[src/rtl/control_unit_if.sv]
// Control-unit <-> datapath signal bundle: instruction/memory status in, control strobes out.
// Step exists only when STEP_EN is defined.
interface control_unit_if;
    logic [31:0] IR;
    logic        Mem_ready;
`ifdef STEP_EN
    logic        Step;
`endif
    logic PCout, Zlowout, MDRout;
    logic MARin, Zin, PCin, MDRin, IRin, Yin;
    logic IncPC, Read;
    logic Gra, Grb, Grc, Rin, Rout;
    logic ADD, SUB, AND, OR;
    logic Run, Illegal;

    modport master (
`ifdef STEP_EN
        input  Step,
`endif
        input  IR, Mem_ready,
        output PCout, Zlowout, MDRout, MARin, Zin, PCin, MDRin, IRin, Yin,
        output IncPC, Read, Gra, Grb, Grc, Rin, Rout, ADD, SUB, AND, OR,
        output Run, Illegal
    );

    modport slave (
`ifdef STEP_EN
        output Step,
`endif
        output IR, Mem_ready,
        input  PCout, Zlowout, MDRout, MARin, Zin, PCin, MDRin, IRin, Yin,
        input  IncPC, Read, Gra, Grb, Grc, Rin, Rout, ADD, SUB, AND, OR,
        input  Run, Illegal
    );
endinterface

[src/rtl/control_unit.sv]
// Hardwired fetch/execute sequencer for a 3-register ALU instruction set.
// Define STEP_EN to add the PAUSE state and the Step single-step input.
module control_unit (
    input  logic            Clock,
    input  logic            Reset,
    control_unit_if.master  bus
);
    typedef enum logic [3:0] {
        IDLE, T0, T1, T2, T3, T4, T5, HALTED
`ifdef STEP_EN
        , PAUSE
`endif
    } state_t;

    localparam logic [4:0] OP_ADD  = 5'b00011;
    localparam logic [4:0] OP_SUB  = 5'b00100;
    localparam logic [4:0] OP_AND  = 5'b01001;
    localparam logic [4:0] OP_OR   = 5'b01010;
    localparam logic [4:0] OP_NOP  = 5'b11010;
    localparam logic [4:0] OP_HALT = 5'b11011;

`ifdef STEP_EN
    localparam state_t DONE = PAUSE;
`else
    localparam state_t DONE = T0;
`endif

    state_t     state;
    logic [4:0] opcode;
    logic       illegal;
    logic       t1_first;   // marks the first T1 cycle so PC loads once across memory waits
    logic [4:0] ir_op;
    logic       unused_ir;

    assign ir_op     = bus.IR[31:27];
    assign unused_ir = ^bus.IR[26:0];

    // NOTE: state registers use non-blocking assignments so every flop samples pre-edge values.
    always_ff @(posedge Clock) begin
        if (Reset) begin
            state    <= IDLE;
            opcode   <= '0;
            illegal  <= 1'b0;
            t1_first <= 1'b0;
        end else begin
            case (state)
                IDLE: state <= T0;
                T0: begin
                    state    <= T1;
                    t1_first <= 1'b1;
                end
                T1: begin
                    t1_first <= 1'b0;
                    if (bus.Mem_ready) state <= T2;
                end
                T2: begin
                    case (ir_op)
                        OP_ADD, OP_SUB, OP_AND, OP_OR: begin
                            opcode <= ir_op;
                            state  <= T3;
                        end
                        OP_NOP:  state <= DONE;
                        OP_HALT: state <= HALTED;
                        default: begin
                            illegal <= 1'b1;
                            state   <= DONE;
                        end
                    endcase
                end
                T3:     state <= T4;
                T4:     state <= T5;
                T5:     state <= DONE;
                HALTED: state <= HALTED;
`ifdef STEP_EN
                PAUSE:  if (bus.Step) state <= T0;
`endif
                default: state <= IDLE;
            endcase
        end
    end

    assign bus.Run     = (state != HALTED);
    assign bus.Illegal = illegal;

    // NOTE: every output gets a default before the case so no latch is inferred.
    always_comb begin
        bus.PCout = 1'b0; bus.Zlowout = 1'b0; bus.MDRout = 1'b0;
        bus.MARin = 1'b0; bus.Zin = 1'b0; bus.PCin = 1'b0;
        bus.MDRin = 1'b0; bus.IRin = 1'b0; bus.Yin = 1'b0;
        bus.IncPC = 1'b0; bus.Read = 1'b0;
        bus.Gra = 1'b0; bus.Grb = 1'b0; bus.Grc = 1'b0;
        bus.Rin = 1'b0; bus.Rout = 1'b0;
        bus.ADD = 1'b0; bus.SUB = 1'b0; bus.AND = 1'b0; bus.OR = 1'b0;
        case (state)
            T0: begin
                bus.PCout = 1'b1; bus.MARin = 1'b1;
                bus.IncPC = 1'b1; bus.Zin   = 1'b1;
            end
            T1: begin
                bus.Zlowout = 1'b1; bus.Read  = 1'b1;
                bus.MDRin   = 1'b1; bus.PCin  = t1_first;
            end
            T2: begin
                bus.MDRout = 1'b1; bus.IRin = 1'b1;
            end
            T3: begin
                bus.Grb = 1'b1; bus.Rout = 1'b1; bus.Yin = 1'b1;
            end
            T4: begin
                bus.Grc = 1'b1; bus.Rout = 1'b1; bus.Zin = 1'b1;
                bus.ADD = (opcode == OP_ADD);
                bus.SUB = (opcode == OP_SUB);
                bus.AND = (opcode == OP_AND);
                bus.OR  = (opcode == OP_OR);
            end
            T5: begin
                bus.Zlowout = 1'b1; bus.Gra = 1'b1; bus.Rin = 1'b1;
            end
            default: ;
        endcase
    end
endmodule
[src/flat_wrapper.sv]
// flat-port wrapper written by rule: the top's interface ports become plain ports
module control_unit_flat 
  (Clock, Reset, bus_IR, bus_Mem_ready, bus_PCout, bus_Zlowout, bus_MDRout, bus_MARin, bus_Zin, bus_PCin, bus_MDRin, bus_IRin, bus_Yin, bus_IncPC, bus_Read, bus_Gra, bus_Grb, bus_Grc, bus_Rin, bus_Rout, bus_ADD, bus_SUB, bus_AND, bus_OR, bus_Run, bus_Illegal);
  control_unit_if bus_i ();
  input  logic Clock;
  input  logic Reset;
  input wire logic [$bits(bus_i.IR)-1:0] bus_IR;
  input wire logic [$bits(bus_i.Mem_ready)-1:0] bus_Mem_ready;
  output wire logic [$bits(bus_i.PCout)-1:0] bus_PCout;
  output wire logic [$bits(bus_i.Zlowout)-1:0] bus_Zlowout;
  output wire logic [$bits(bus_i.MDRout)-1:0] bus_MDRout;
  output wire logic [$bits(bus_i.MARin)-1:0] bus_MARin;
  output wire logic [$bits(bus_i.Zin)-1:0] bus_Zin;
  output wire logic [$bits(bus_i.PCin)-1:0] bus_PCin;
  output wire logic [$bits(bus_i.MDRin)-1:0] bus_MDRin;
  output wire logic [$bits(bus_i.IRin)-1:0] bus_IRin;
  output wire logic [$bits(bus_i.Yin)-1:0] bus_Yin;
  output wire logic [$bits(bus_i.IncPC)-1:0] bus_IncPC;
  output wire logic [$bits(bus_i.Read)-1:0] bus_Read;
  output wire logic [$bits(bus_i.Gra)-1:0] bus_Gra;
  output wire logic [$bits(bus_i.Grb)-1:0] bus_Grb;
  output wire logic [$bits(bus_i.Grc)-1:0] bus_Grc;
  output wire logic [$bits(bus_i.Rin)-1:0] bus_Rin;
  output wire logic [$bits(bus_i.Rout)-1:0] bus_Rout;
  output wire logic [$bits(bus_i.ADD)-1:0] bus_ADD;
  output wire logic [$bits(bus_i.SUB)-1:0] bus_SUB;
  output wire logic [$bits(bus_i.AND)-1:0] bus_AND;
  output wire logic [$bits(bus_i.OR)-1:0] bus_OR;
  output wire logic [$bits(bus_i.Run)-1:0] bus_Run;
  output wire logic [$bits(bus_i.Illegal)-1:0] bus_Illegal;
  assign bus_i.IR = bus_IR;
  assign bus_i.Mem_ready = bus_Mem_ready;
  assign bus_PCout = bus_i.PCout;
  assign bus_Zlowout = bus_i.Zlowout;
  assign bus_MDRout = bus_i.MDRout;
  assign bus_MARin = bus_i.MARin;
  assign bus_Zin = bus_i.Zin;
  assign bus_PCin = bus_i.PCin;
  assign bus_MDRin = bus_i.MDRin;
  assign bus_IRin = bus_i.IRin;
  assign bus_Yin = bus_i.Yin;
  assign bus_IncPC = bus_i.IncPC;
  assign bus_Read = bus_i.Read;
  assign bus_Gra = bus_i.Gra;
  assign bus_Grb = bus_i.Grb;
  assign bus_Grc = bus_i.Grc;
  assign bus_Rin = bus_i.Rin;
  assign bus_Rout = bus_i.Rout;
  assign bus_ADD = bus_i.ADD;
  assign bus_SUB = bus_i.SUB;
  assign bus_AND = bus_i.AND;
  assign bus_OR = bus_i.OR;
  assign bus_Run = bus_i.Run;
  assign bus_Illegal = bus_i.Illegal;
  control_unit u_core (.Clock(Clock), .Reset(Reset), .bus(bus_i));
endmodule
[config.mk]
export PLATFORM = sky130hd
export DESIGN_NAME = control_unit_flat
export DESIGN_NICKNAME = d
export VERILOG_FILES = /design/src/rtl/control_unit_if.sv /design/src/rtl/control_unit.sv /design/src/flat_wrapper.sv
export SDC_FILE = /design/constraint.sdc
export NUM_CORES = 1
export LEC_CHECK = 0
export ABC_CLOCK_PERIOD_IN_PS = 2900
export BUFFER_PORTS_ARGS = -buffer_cell sky130_fd_sc_hd__buf_2
export CAP_MARGIN = 20
export CELL_PAD_IN_SITES_DETAIL_PLACEMENT = 0
export CELL_PAD_IN_SITES_GLOBAL_PLACEMENT = 1
export CORE_ASPECT_RATIO = 0.9
export CORE_MARGIN = 2
export CORE_UTILIZATION = 28
export CTS_BUF_LIST = sky130_fd_sc_hd__clkbuf_2
export DETAILED_ROUTE_END_ITERATION = 8
export GPL_ROUTABILITY_DRIVEN = 1
export PLACE_DENSITY = 0.95
export SETUP_SLACK_MARGIN = 0.3
export SYNTH_ARGS = -nofsm -noshare
export SYNTH_HDL_FRONTEND = slang
export SYNTH_SLANG_ARGS = --single-unit
[constraint.sdc]
create_clock -name Clock -period 2.9 [get_ports Clock]
set_clock_uncertainty 0.15 [all_clocks]
set_input_delay 0.145 -clock Clock [delete_from_list [all_inputs] [get_ports Clock]]
set_output_delay 0.145 -clock Clock [all_outputs]
set_load 0.02 [all_outputs]
==> impl_metrics.toml <==
[global_route]
first_global_vias = 579
gr-usage-all-layers = 0.111
grt_pass1_wl_mm = 2.52
antenna_found_initial = 0
gr-total-overflow = 0
grt_max_degree = 15

[final_layout]
layout_commonest_cell = "buf_2"
nNetsFinal = 143
fillers = 252
final_cell_mix = "buf_2, nand2b_1, dfxtp_1"
syn_to_final_growth_pct = 19.7
drive_above_1_share = 0.340
diodes = 0
fin_cells = 133

[floorplanning]
initial_utilization = 0.305
chipWidth_um = 56.1
die_h_um = 50.9
dieArea_mm2 = 0.00286
coreArea_mm2 = 0.00224
core.rowCount = 16
io_pins = 57

[setup_path]
crit_family = "simple AND/OR/NAND/NOR gates"
reg2reg_depth = 3
criticalPathCategory = "reg2out"
crit_fanout = 12
start_kind = "flip-flop"
slowest_stage = "dfxtp_1"
rr_startpoint = "u_core.state[0]"
required_ns = 2.61
end_kind = "output port"
cpPeakStageDelay_ns = 0.54
timing.rr.end = "u_core.opcode[2]"
r2r_slack_ns = 1.34
cp_cell_sequence = "nand2_1 > nor2_1 > nand3_1 > nor3b_1 > buf_2"
worstPathArrival_ns = 1.59
crit_buf_inv = 1

[clock_tree]
clkLatencyLatePin_ns = 0.25
htreeDepth = 1
cts_buffer_depth = 2
cts_tree = "done"
cts.clk_slew.worst_paths_ns = 0.10
hold_buffers = 0
cts_setup_buffers = 0
clock-root-buffer = "clkbuf_2"
numCtsBuffers = 3
cts_sinks = 10
cts_resized = 0

[logic_synthesis]
synthArstFlopShare = 0
synth_seq_cells = 10
syn-num-nets = 118
syn_inst = 83
yosysUniqueCellTypes = 32
yosys_warnings = 0
ys_seq_area_frac = 0.293
synth_flop_cell = "dfxtp_1"
synth_edf_count = 0
netlist_area_um2 = 684
synth.avg_cell_area_um2 = 8.25

[timing]
tightest_slew_ns = 0.370
rsz0062_at_grt = "no"
timing.fmax_mhz = 531
finalCritPeriodShare = 0.649
setup-tns-final_ns = 0
whs_ns = 0.0352
period_needed_ns = 1.88
hold_violations = 0
drv_slew = 0
setup_violations = 0
timing.slew.headroom = 0.753

[pwr]
ir_drop_v = 0.000242
p_leak_nw = 0.378
power_density_mw_per_mm2 = 394
power_mw = 0.323

[routing]
vias = 636
initialDrtViolationCount = 15
wirelength_mm = 1.46
drt-wirelength-per-cell_um = 10.9
drc = 0
viasPerCell = 4.78
first_pass_iters = 2
final_antenna_net_count = 0

[hold_path]
min_path_type = "in2reg"
hold_depth = 3
min_to = "u_core.opcode[1]"
min_from = "bus_IR[28]"

[placement]
place_inst = 130
place.gp.congestion = 0.750
place_hpwl_mm = 1.14
port_buffers = 29

[job]
maxCapViolCount = 0

[status]
status = "completed"
[power by group]
part / leakage, nW / switching, mW / internal (mW)
logic: 0.284 / 0.0579 / 0.0341
registers: 0.0815 / 0.0115 / 0.145
clock network: 0.0125 / 0.0464 / 0.0282
[worst register-to-register path: stages (launching register included)]
cell and delay (ns):
dfxtp_1 0.53, nand3b_1 0.24, nor3_4 0.36, mux2i_1 0.22
[stage by stage]
stage / setup slack (ns) / util / area (um2)
global placement: 1.35 / 0.359 / 805
CTS: 1.02 / 0.366 / 820
finish: 1.02 / 0.366 / 820
floorplan: 1.01 / - / 684
global route: 0.822 / 0.366 / 820
detailed placement: 1.31 / 0.359 / 805
[flip-flops by register name, summed over array words and instances (netlist names)]
name / flops
u_core.bus.Illegal: 1
u_core.t1_first: 1
u_core.opcode: 5
u_core.state: 3
[kinds of logic (layout without fill, tap and decap cells)]
family	Yosys count	after routing	synth area share
simple gates	45	45	0.430
buf+inv	14	37	0.113
flops	10	10	0.293
compound gates	9	9	0.0932
mux	4	4	0.0585
xor+xnor	1	1	0.0128
[final cells by class]
cell class,count,area [um2],share of cell area
clock buffers,3,15.0,0.0183
inverters,5,18.8,0.0229
multi-input cells,59,407,0.496
flip-flops and latches,10,200,0.244
well taps,27,33.8,0.0412
repair buffers,29,145,0.177
[Yosys cell counts (2+ instances only)]
library cell / number / area share
a21oi_1: 2 / 0.015
and2_1: 2 / 0.018
buf_2: 2 / 0.015
buf_4: 6 / 0.066
dfxtp_1: 10 / 0.29
inv_1: 4 / 0.022
mux2i_1: 4 / 0.059
nand2_1: 3 / 0.016
nand2b_1: 10 / 0.091
nand3_1: 2 / 0.015
nor2_1: 8 / 0.044
nor2b_1: 4 / 0.037
nor3b_1: 3 / 0.033
nor4_1: 2 / 0.018
nor4b_1: 3 / 0.038
o21ai_1: 2 / 0.015
[routing by layer]
metal | track usage | up-vias | part of all wire
met3 | 0.0506 | 0 | 0.082
met4 | 0.0238 | 0 | 0
met1 | 0.140 | 283 | 0.47
li1 | - | 330 | -
met2 | 0.173 | 23 | 0.45
met5 | 0 | - | 0
[how the worst max path moves through the flow]
stage | from | end | slack (ns) | depth (start not counted)
CTS | u_core.state[2] | bus_AND | 1.02 | 5
global placement | u_core.state[2] | bus_AND | 1.35 | 5
floorplan | u_core.state[2] | bus_AND | 1.01 | 5
global route | u_core.state[0] | bus_AND | 0.82 | 5
detailed placement | u_core.state[2] | bus_AND | 1.31 | 5
finish | u_core.state[2] | bus_AND | 1.02 | 5
Note: power is estimated with default switching activity, not from simulation.
